[src/rtl/pinmux_pkg.sv]
// Shared types, sizing helpers and default pad-assignment constants for the pinmux controller.
package pinmux_pkg;

    typedef enum logic [1:0] {
        ST_IDLE  = 2'd0,
        ST_DRAIN = 2'd1,
        ST_RESP  = 2'd2
    } pinmux_state_e;

    function automatic int sel_w(input int nsrc);
        return (nsrc > 1) ? $clog2(nsrc) : 1;
    endfunction

    function automatic int pad_idx_w(input int npads);
        return (npads > 1) ? $clog2(npads) : 1;
    endfunction

    // Wide enough for any practical padring; the top truncates to its own widths.
    localparam int MaxPadIdxW = 16;
    localparam int MaxSelW    = 8;

    typedef struct packed {
        logic [MaxPadIdxW-1:0] pad;
        logic [MaxSelW-1:0]    sel;
    } pinmux_cfg_req_t;

    localparam int   DefaultNPads       = 64;
    localparam int   DefaultNSrc        = 4;
    localparam int   DefaultGuardCycles = 4;
    localparam logic DefaultInactiveIn  = 1'b1;
    localparam int   SrcGpio            = 0;

endpackage

[src/rtl/pinmux_pad_slice.sv]
// One muxable pad: registered output/oe from the owning source, oe gating, and input fan-out.
module pinmux_pad_slice
    import pinmux_pkg::*;
#(
    parameter int   NSrc       = DefaultNSrc,
    parameter logic InactiveIn = DefaultInactiveIn,
    localparam int  SelW       = sel_w(NSrc)
) (
    input  logic            clk_i,
    input  logic            rst_ni,
    input  logic [SelW-1:0] sel_i,
    input  logic            gate_i,
    input  logic [NSrc-1:0] periph_out_i,
    input  logic [NSrc-1:0] periph_oe_i,
    input  logic            pad_in_i,
    output logic [NSrc-1:0] periph_in_o,
    output logic            pad_out_o,
    output logic            pad_oe_o
);

    logic pad_out_d, pad_oe_d;
    logic pad_out_q, pad_oe_q;

    always_comb begin
        pad_out_d   = 1'b0;
        pad_oe_d    = 1'b0;
        periph_in_o = {NSrc{InactiveIn}};
        for (int s = 0; s < NSrc; s++) begin
            if (sel_i == SelW'(s)) begin
                pad_out_d      = periph_out_i[s];
                pad_oe_d       = periph_oe_i[s];
                periph_in_o[s] = gate_i ? InactiveIn : pad_in_i;
            end
        end
        pad_oe_d = pad_oe_d & ~gate_i;
    end

    always_ff @(posedge clk_i) begin
        if (!rst_ni) begin
            pad_out_q <= 1'b0;
            pad_oe_q  <= 1'b0;
        end else begin
            pad_out_q <= pad_out_d;
            pad_oe_q  <= pad_oe_d;
        end
    end

    assign pad_out_o = pad_out_q;
    assign pad_oe_o  = pad_oe_q;

endmodule

[src/rtl/pinmux_ctrl.sv]
// Pinmux top: per-pad owner select with a break-before-make switch FSM and NPads pad slices.
// Optional: define PINMUX_CTRL_INPUT_SYNC_EN to pass pad_in_i through a 2-flop synchroniser.
module pinmux_ctrl
    import pinmux_pkg::*;
#(
    parameter int   NPads       = DefaultNPads,
    parameter int   NSrc        = DefaultNSrc,
    parameter int   GuardCycles = DefaultGuardCycles,
    parameter logic InactiveIn  = DefaultInactiveIn,
    localparam int  SelW        = sel_w(NSrc),
    localparam int  PadIdxW     = pad_idx_w(NPads)
) (
    input  logic                  clk_i,
    input  logic                  rst_ni,
    input  logic [NSrc*NPads-1:0] periph_out_i,
    input  logic [NSrc*NPads-1:0] periph_oe_i,
    output logic [NSrc*NPads-1:0] periph_in_o,
    output logic [NPads-1:0]      pad_out_o,
    output logic [NPads-1:0]      pad_oe_o,
    input  logic [NPads-1:0]      pad_in_i,
    input  logic                  cfg_valid_i,
    output logic                  cfg_ready_o,
    input  logic [PadIdxW-1:0]    cfg_pad_i,
    input  logic [SelW-1:0]       cfg_sel_i,
    input  logic                  cfg_lock_i,
    output logic                  cfg_rsp_valid_o,
    output logic                  cfg_err_o,
    output logic                  busy_o
);

    localparam int CntW = (GuardCycles > 1) ? $clog2(GuardCycles) : 1;

    pinmux_state_e   state_q;
    pinmux_cfg_req_t req_q;
    logic [SelW-1:0] sel_q [NPads];
    logic [CntW-1:0] cnt_q;
    logic            lock_q, ready_q, rsp_valid_q, err_q, busy_q;

    logic [SelW-1:0] cur_sel;
    logic            req_bad;
    logic [NPads-1:0] gate;
    logic [NPads-1:0] pad_in_rt;

    logic [NSrc-1:0] src_out [NPads];
    logic [NSrc-1:0] src_oe  [NPads];
    logic [NSrc-1:0] src_in  [NPads];

`ifdef PINMUX_CTRL_INPUT_SYNC_EN
    logic [NPads-1:0] sync1_q, sync2_q;

    always_ff @(posedge clk_i) begin
        if (!rst_ni) begin
            sync1_q <= {NPads{InactiveIn}};
            sync2_q <= {NPads{InactiveIn}};
        end else begin
            sync1_q <= pad_in_i;
            sync2_q <= sync1_q;
        end
    end

    assign pad_in_rt = sync2_q;
`else
    assign pad_in_rt = pad_in_i;
`endif

    // Out-of-range pad indices fall through to GPIO and are rejected by req_bad anyway.
    always_comb begin
        cur_sel = '0;
        for (int p = 0; p < NPads; p++) begin
            if (cfg_pad_i == PadIdxW'(p)) cur_sel = sel_q[p];
        end
    end

    assign req_bad = lock_q || (int'(cfg_sel_i) >= NSrc) || (int'(cfg_pad_i) >= NPads);

    always_comb begin
        gate = '0;
        for (int p = 0; p < NPads; p++) begin
            gate[p] = (state_q == ST_DRAIN) && (req_q.pad == MaxPadIdxW'(p));
        end
    end

    always_ff @(posedge clk_i) begin
        if (!rst_ni) begin
            state_q     <= ST_IDLE;
            req_q       <= '0;
            cnt_q       <= '0;
            lock_q      <= 1'b0;
            ready_q     <= 1'b0;
            rsp_valid_q <= 1'b0;
            err_q       <= 1'b0;
            busy_q      <= 1'b0;
            for (int p = 0; p < NPads; p++) sel_q[p] <= SelW'(SrcGpio);
        end else begin
            lock_q      <= lock_q | cfg_lock_i;
            rsp_valid_q <= 1'b0;
            unique case (state_q)
                ST_IDLE: begin
                    if (cfg_valid_i && ready_q) begin
                        ready_q <= 1'b0;
                        busy_q  <= 1'b1;
                        if (req_bad) begin
                            state_q     <= ST_RESP;
                            rsp_valid_q <= 1'b1;
                            err_q       <= 1'b1;
                        end else if (cfg_sel_i == cur_sel) begin
                            state_q     <= ST_RESP;
                            rsp_valid_q <= 1'b1;
                            err_q       <= 1'b0;
                        end else begin
                            state_q <= ST_DRAIN;
                            req_q   <= '{pad: MaxPadIdxW'(cfg_pad_i), sel: MaxSelW'(cfg_sel_i)};
                            cnt_q   <= CntW'(GuardCycles - 1);
                        end
                    end else begin
                        ready_q <= 1'b1;
                    end
                end
                ST_DRAIN: begin
                    // Pad stays tristated until the guard count expires, then changes hands.
                    if (cnt_q == '0) begin
                        for (int p = 0; p < NPads; p++) begin
                            if (req_q.pad == MaxPadIdxW'(p)) sel_q[p] <= req_q.sel[SelW-1:0];
                        end
                        state_q     <= ST_RESP;
                        rsp_valid_q <= 1'b1;
                        err_q       <= 1'b0;
                    end else begin
                        cnt_q <= cnt_q - CntW'(1);
                    end
                end
                ST_RESP: begin
                    state_q <= ST_IDLE;
                    ready_q <= 1'b1;
                    busy_q  <= 1'b0;
                    err_q   <= 1'b0;
                end
                default: begin
                    state_q <= ST_IDLE;
                    ready_q <= 1'b0;
                    busy_q  <= 1'b0;
                end
            endcase
        end
    end

    assign cfg_ready_o     = ready_q;
    assign cfg_rsp_valid_o = rsp_valid_q;
    assign cfg_err_o       = err_q;
    assign busy_o          = busy_q;

    // Flat bus layout is source-major: bit s*NPads+p belongs to source s, pad p.
    always_comb begin
        for (int p = 0; p < NPads; p++) begin
            src_out[p] = '0;
            src_oe[p]  = '0;
            for (int s = 0; s < NSrc; s++) begin
                src_out[p][s] = periph_out_i[s*NPads+p];
                src_oe[p][s]  = periph_oe_i[s*NPads+p];
            end
        end
    end

    always_comb begin
        periph_in_o = '0;
        for (int p = 0; p < NPads; p++) begin
            for (int s = 0; s < NSrc; s++) begin
                periph_in_o[s*NPads+p] = src_in[p][s];
            end
        end
    end

    for (genvar p = 0; p < NPads; p++) begin : g_pad
        pinmux_pad_slice #(
            .NSrc       (NSrc),
            .InactiveIn (InactiveIn)
        ) u_slice (
            .clk_i        (clk_i),
            .rst_ni       (rst_ni),
            .sel_i        (sel_q[p]),
            .gate_i       (gate[p]),
            .periph_out_i (src_out[p]),
            .periph_oe_i  (src_oe[p]),
            .pad_in_i     (pad_in_rt[p]),
            .periph_in_o  (src_in[p]),
            .pad_out_o    (pad_out_o[p]),
            .pad_oe_o     (pad_oe_o[p])
        );
    end

endmodule

[config.mk]
export PLATFORM = sky130hd
export DESIGN_NAME = pinmux_ctrl
export DESIGN_NICKNAME = d
export VERILOG_FILES = /design/src/rtl/pinmux_pkg.sv /design/src/rtl/pinmux_pad_slice.sv /design/src/rtl/pinmux_ctrl.sv
export SDC_FILE = /design/constraint.sdc
export NUM_CORES = 1
export LEC_CHECK = 0
export ABC_AREA = 1
export BUFFER_PORTS_ARGS = -buffer_cell sky130_fd_sc_hd__buf_2
export CAP_MARGIN = 5
export CORE_AREA = 2 2 378 380
export DETAILED_ROUTE_END_ITERATION = 10
export DIE_AREA = 0 0 380 382
export PLACE_DENSITY = 0.35
export SLEW_MARGIN = 5
export SYNTH_ARGS = -nofsm -noshare
export SYNTH_HDL_FRONTEND = slang
export SYNTH_SLANG_ARGS = --single-unit
[constraint.sdc]
create_clock -name clk_i -period 6 [get_ports clk_i]
set_input_delay 1.2 -clock clk_i [delete_from_list [all_inputs] [get_ports clk_i]]
set_output_delay 1.2 -clock clk_i [all_outputs]
set_load 0.03 [all_outputs]
# == Word level (Yosys, flattened, before mapping) ==
# Memories as Yosys holds them, arrays and structs flattened.
# Cells that the tools add are included.
# totals
ramBits,128
register_bits,145
mem_count,1
# memory_table
memory,depth,width,rd,rd_ports_with_merged_regs,wr,line_no,rtl
sel_q,64,2,64,0,64,pinmux_ctrl.sv:35,logic [SelW-1:0] sel_q [NPads];
# classes
reduce_logical,140
n_addsub,1
n_bitwise,196
mux,1305
eq_ne,327
# ops
op,count
$mux 1,1163
$eq 6x6->1 const B,64
$mux 2,136
$eq 2x2->1 const B,129
$eq 6x5->1 const B,32
$logic_not 2->1,66
$eq 2x1->1 const B,65
$eq 6x4->1 const B,16
$not 1->1,67
$logic_and 1x1->1,65
$or 1x1->1,65
$and 1x1->1,64
$eq 6x3->1 const B,8
$eq 6x2->1 const B,4
$logic_not 16->1,1
$eq 6x1->1 const B,2
$ne 2x2->1 const B,4
$pmux 2 s2,2
$reduce_and 4->1,2
$logic_not 6->1,1
$pmux 1 s3,2
$reduce_and 5->1,1
$pmux 1 s2,2
$reduce_and 2->1,2
other kinds (6),6

# == Depth between registers and ports, before layout ==
# logic_depth
word_depth,70
mapped_depth,57

# == Modules after synthesis ==
# From an unflattened synthesis, not the netlist that was laid out.
# hier_totals
hier_cells,2794
area_unflattened_um2,17698.2
# by_module_without_submodules
mod,area_each_um2,cells_per_inst,n_inst
pinmux_pad_slice,158.9,29,64
pinmux_ctrl,7528.5,938,1

# == Worst setup path after synthesis ==
# No wires, ideal clock.
# synth_path
path_type,input -> register
startpoint,input cfg_pad_i[1]
endpoint,register req_q[0] (netlist bit)
n_path_buf,1
setup_ps,113
required_ps,5887
arrival_time_ps,4532
path_slack_ps,1355
cell_stages,54
path_cell_list,nor2_2 > nand2_2 > nor2_4 > inv_1 > or2_0 > nand2_1 > nand2_1 > nand2_1 > nand4_1 > nand2_1 > nand2_1 > nand2_1 > nand4_1 > nand2_1 > nand4_1 > nor2_1 > nand4_1 > nand2_1 > [... 18 more ...] > nand4_1 > nand2_1 > nand4_1 > nand2_1 > nand2_1 > nand2_1 > nand2_1 > nand2_1 > nand2_1 > nand2_1 > nand2_1 > nand2_1 > nand2_2 > nand2_4 > nand4_4 > buf_6 > nor2_1 > nor2_1
# synth_between
elab_chain_cells,68
elab_cells_between_ends,131
classes_between,eq/ne: 64; mux: 64; bitwise: 1; reduce/logical: 2
# synth_rtl
item,line_no,rtl
from (decl),pinmux_ctrl.sv:23,"input logic [PadIdxW-1:0] cfg_pad_i,"
$logic_not 6->1,pinmux_ctrl.sv:70,if (cfg_pad_i == PadIdxW'(p)) cur_sel = sel_q[p];
$mux 2 (63 in series),pinmux_ctrl.sv:70,
$mux 2 *,pinmux_ctrl.sv:70,
$eq 2x2->1 *,pinmux_ctrl.sv:106,end else if (cfg_sel_i == cur_sel) begin
$not 1->1 (no line) *,n/a,
$reduce_and 4->1 (no line) *,n/a,
to (signal assigned),pinmux_ctrl.sv:112,"req_q <= '{pad: MaxPadIdxW'(cfg_pad_i), sel: MaxSelW'(cfg_sel_i)};"
to (decl),pinmux_ctrl.sv:34,pinmux_cfg_req_t req_q;
# Every way passes the cells marked *; elsewhere a longest branch is shown, timed or not.
# A chain may end at the register's enable or synchronous reset.

# == Final worst setup path ==
# layout_path
startpoint,input cfg_pad_i[0]
endpoint,register req_q[1] (netlist bit)
# Same word-level chain as after synthesis.

==> impl_metrics.toml <==
[timing]
maxSlewViolCount = 0
maxSlewHeadroom_pct = 20.7
fin_skew_ns = 0.0350
setup-tns-final_ns = 0
grt_setup_unrepaired = "no"
tightest_slew_ns = 1.18
min_period_ns = 5.13
fin_ws_ns = 0.868
fmax_ghz = 0.195
final_hold_viol_count = 0
setup_violations = 0
finalCritPeriodShare_pct = 85.5

[floorplanning]
num_rows = 138
initial_core_util_pct = 12.5
die_y_microns = 382
dieArea_sq_um = 145000
design.portCount = 976
core_sq_um = 141000
die_w_microns = 380

[global_route]
grt_pass1_vias = 21300
grt_overflow = 0
gr-usage-all-layers_pct = 17.5
antenna_found_initial = 53
grt_max_degree = 65
grt_pass1_wl_microns = 174000

[critical_path]
reg2reg_setup_slack_ns = 1.19
crit_required_ns = 6.53
path_class = "primary input to flip-flop"
path_max_fanout = 16
crit_path_top_delay_cell = "nand4_4"
timing.rr.end = "req_q[1]"
crit_path_end_kind = "flip-flop"
start_kind = "primary input"
cp.arrival_ns = 5.67
worstRegToRegCells = 40
reg2reg_from = "sel_q[0][5]"
max_stage_delay_ns = 0.25

[place]
place_hpwl_microns = 113000
gp_congestion = 0.924
pre_cts_ws_ns = 0.186
port_buffers = 975

[min_path]
min-delay-path-class = "flip-flop to flip-flop"
whs_endpoint = "busy_o"
worstHoldPathCells = 2
hp-start = "busy_o"

[final_layout]
syn_to_final_growth_pct = 43.6
final_nets = 4050
drive_gt1_share_pct = 31.7

[synthesis]
synth_edf_count = 128
netlist_top_cells_area = "edfxtp_1 (22%), dfxtp_1 (17%), nand2_1 (15%)"
yosysTopAreaCellShare_pct = 21.9
ys_types = 31
synth.largest_area_cell = "edfxtp_1"
ys_async_sr_fraction_pct = 0
netlist_instances = 2644
dominantRegCellSynth = "dfxtp_1"
ys_ff_latch = 273
yosysMostFrequentCell = "nand2_1"
avgSynthCellArea_sq_um = 6.64
synth_common_cells = "nand2_1 (707), nor2_1 (478), inv_1 (283)"
seq_area_frac_synth_pct = 38.4
postSynthNetCount = 3237
yosysWarningCount = 0
syn-cell-area_sq_um = 17500

[pwr]
ir_worst_vdd_mv = 0.200
powerDensity_nw_per_um2 = 271
power_leakage_uw = 0.0114

[clock_tree]
cts_root_buf = "clkbuf_16"
clkSinkCount = 273
postCtsSetupBuffers = 0
cts_inserted_buffers = 44
ctsResizeCount = 0
htreeDepth = 2
clk_pin_slew_worst_paths_ns = 0.06
cts_tree = "yes"
clkLatencyLatePin_ns = 0.64
hold_buffers = 0
clockBufferDepth = 3

[route]
route.detailed.drc = 0
wl_microns = 133000
viasPerCell = 3.95
wl_per_cell_microns = 24.6
drtIter0Drc = 1235
antenna_left = 0
firstDrtPassIters = 6
vias = 21300

[run]
drv_cap = 0

[outcome]
status = "finished, final reports clean"
## layer usage
metal | global-route usage (%) | wire [microns]
met5 | 0 | 250
met3 | 6.60 | 12000
met4 | 7.12 | 5510
met1 | 18.8 | 49500
met2 | 30.9 | 65700
## cell families (layout without fill, tap and decap cells)
group / after synthesis / in the layout / synth area share, %
AOI/OAI and AO/OA: 313 / 313 / 11.3
adders and majority gates: 5 / 5 / 0.356
buffers and inverters: 518 / 1367 / 13.9
DFF: 273 / 273 / 38.4
other: 0 / 19 / 0
and+or+nand+nor: 1535 / 1535 / 36.0
## state kept, by name (all words and copies together), names as in the netlist
signal	flops
busy_o	1
cfg_err_o	1
cfg_ready_o	1
cfg_rsp_valid_o	1
cnt_q	2
g_pad.u_slice.pad_oe_o	64
g_pad.u_slice.pad_out_o	64
lock_q	1
req_q	8
sel_q	128
state_q	2
## cells in the final DEF (no fill, tap or decap), drive strengths merged
cell type and count:
buf 998, nand2 714, nor2 483, inv 288, nand3 235, o21ai 171
dfxtp 145, edfxtp 128, o211ai 61, clkbuf 51, nor3 46, a221oi 45
nand4 43, diode 19, clkinv 19, a311oi 18, or2 14, a21oi 12
bufinv 6, clkinvlp 5, ha 5, a31o 4, a31oi 1, o221ai 1
## worst max path at each step
stage	start	to	slack (ns)
floorplan	cfg_pad_i[1]	req_q[0]	1.36
global placement	cfg_pad_i[5]	req_q[10]	0.22
detailed placement	cfg_pad_i[0]	req_q[8]	0.19
CTS	cfg_pad_i[0]	req_q[8]	0.88
global route	cfg_pad_i[0]	req_q[11]	0.22
finish	cfg_pad_i[0]	req_q[1]	0.87
## metrics by stage
| step | cell area (sq um) | utilization (%) | cells | power (uW) | hold WS [ns] |
|---|---|---|---|---|---|
| floorplan | 17500 | - | 2644 | 3290 | 0.430 |
| global placement | 23700 | 16.8 | 5301 | 4140 | 0.460 |
| detailed placement | 23700 | 16.8 | 5301 | 4120 | 0.474 |
| CTS | 25100 | 17.8 | 5383 | 7000 | 0.487 |
| global route | 25200 | 17.9 | 5390 | 7170 | 0.514 |
| finish | 25200 | 17.9 | 5402 | 6820 | 0.477 |
## layout make-up
type                       count  area [sq um]
sequential                   273          6750
tap                         1890          2360
inverter                     287          1080
clock inverter                31           347
multi-input combinational   1853          8400
clock buffer                  51          1130
fill                       16500        116000
antenna                       19          47.5
timing repair buffer         998          5090
## where the power goes
group	internal [uW]	leakage, uW	switching (uW)	total, uW
combinational	492	0.00812	1260	1750
clock	1620	0.000715	1160	2780
sequential	2110	0.00252	191	2300
## worst max-delay path: cells and delay by family
kind	cells	cell delay, ns
buffers and inverters	4	0.39
AND/OR/NAND/NOR	39	3.95
AO/OA/AOI/OAI	1	0.11
Power figures use the tool's default switching activity.
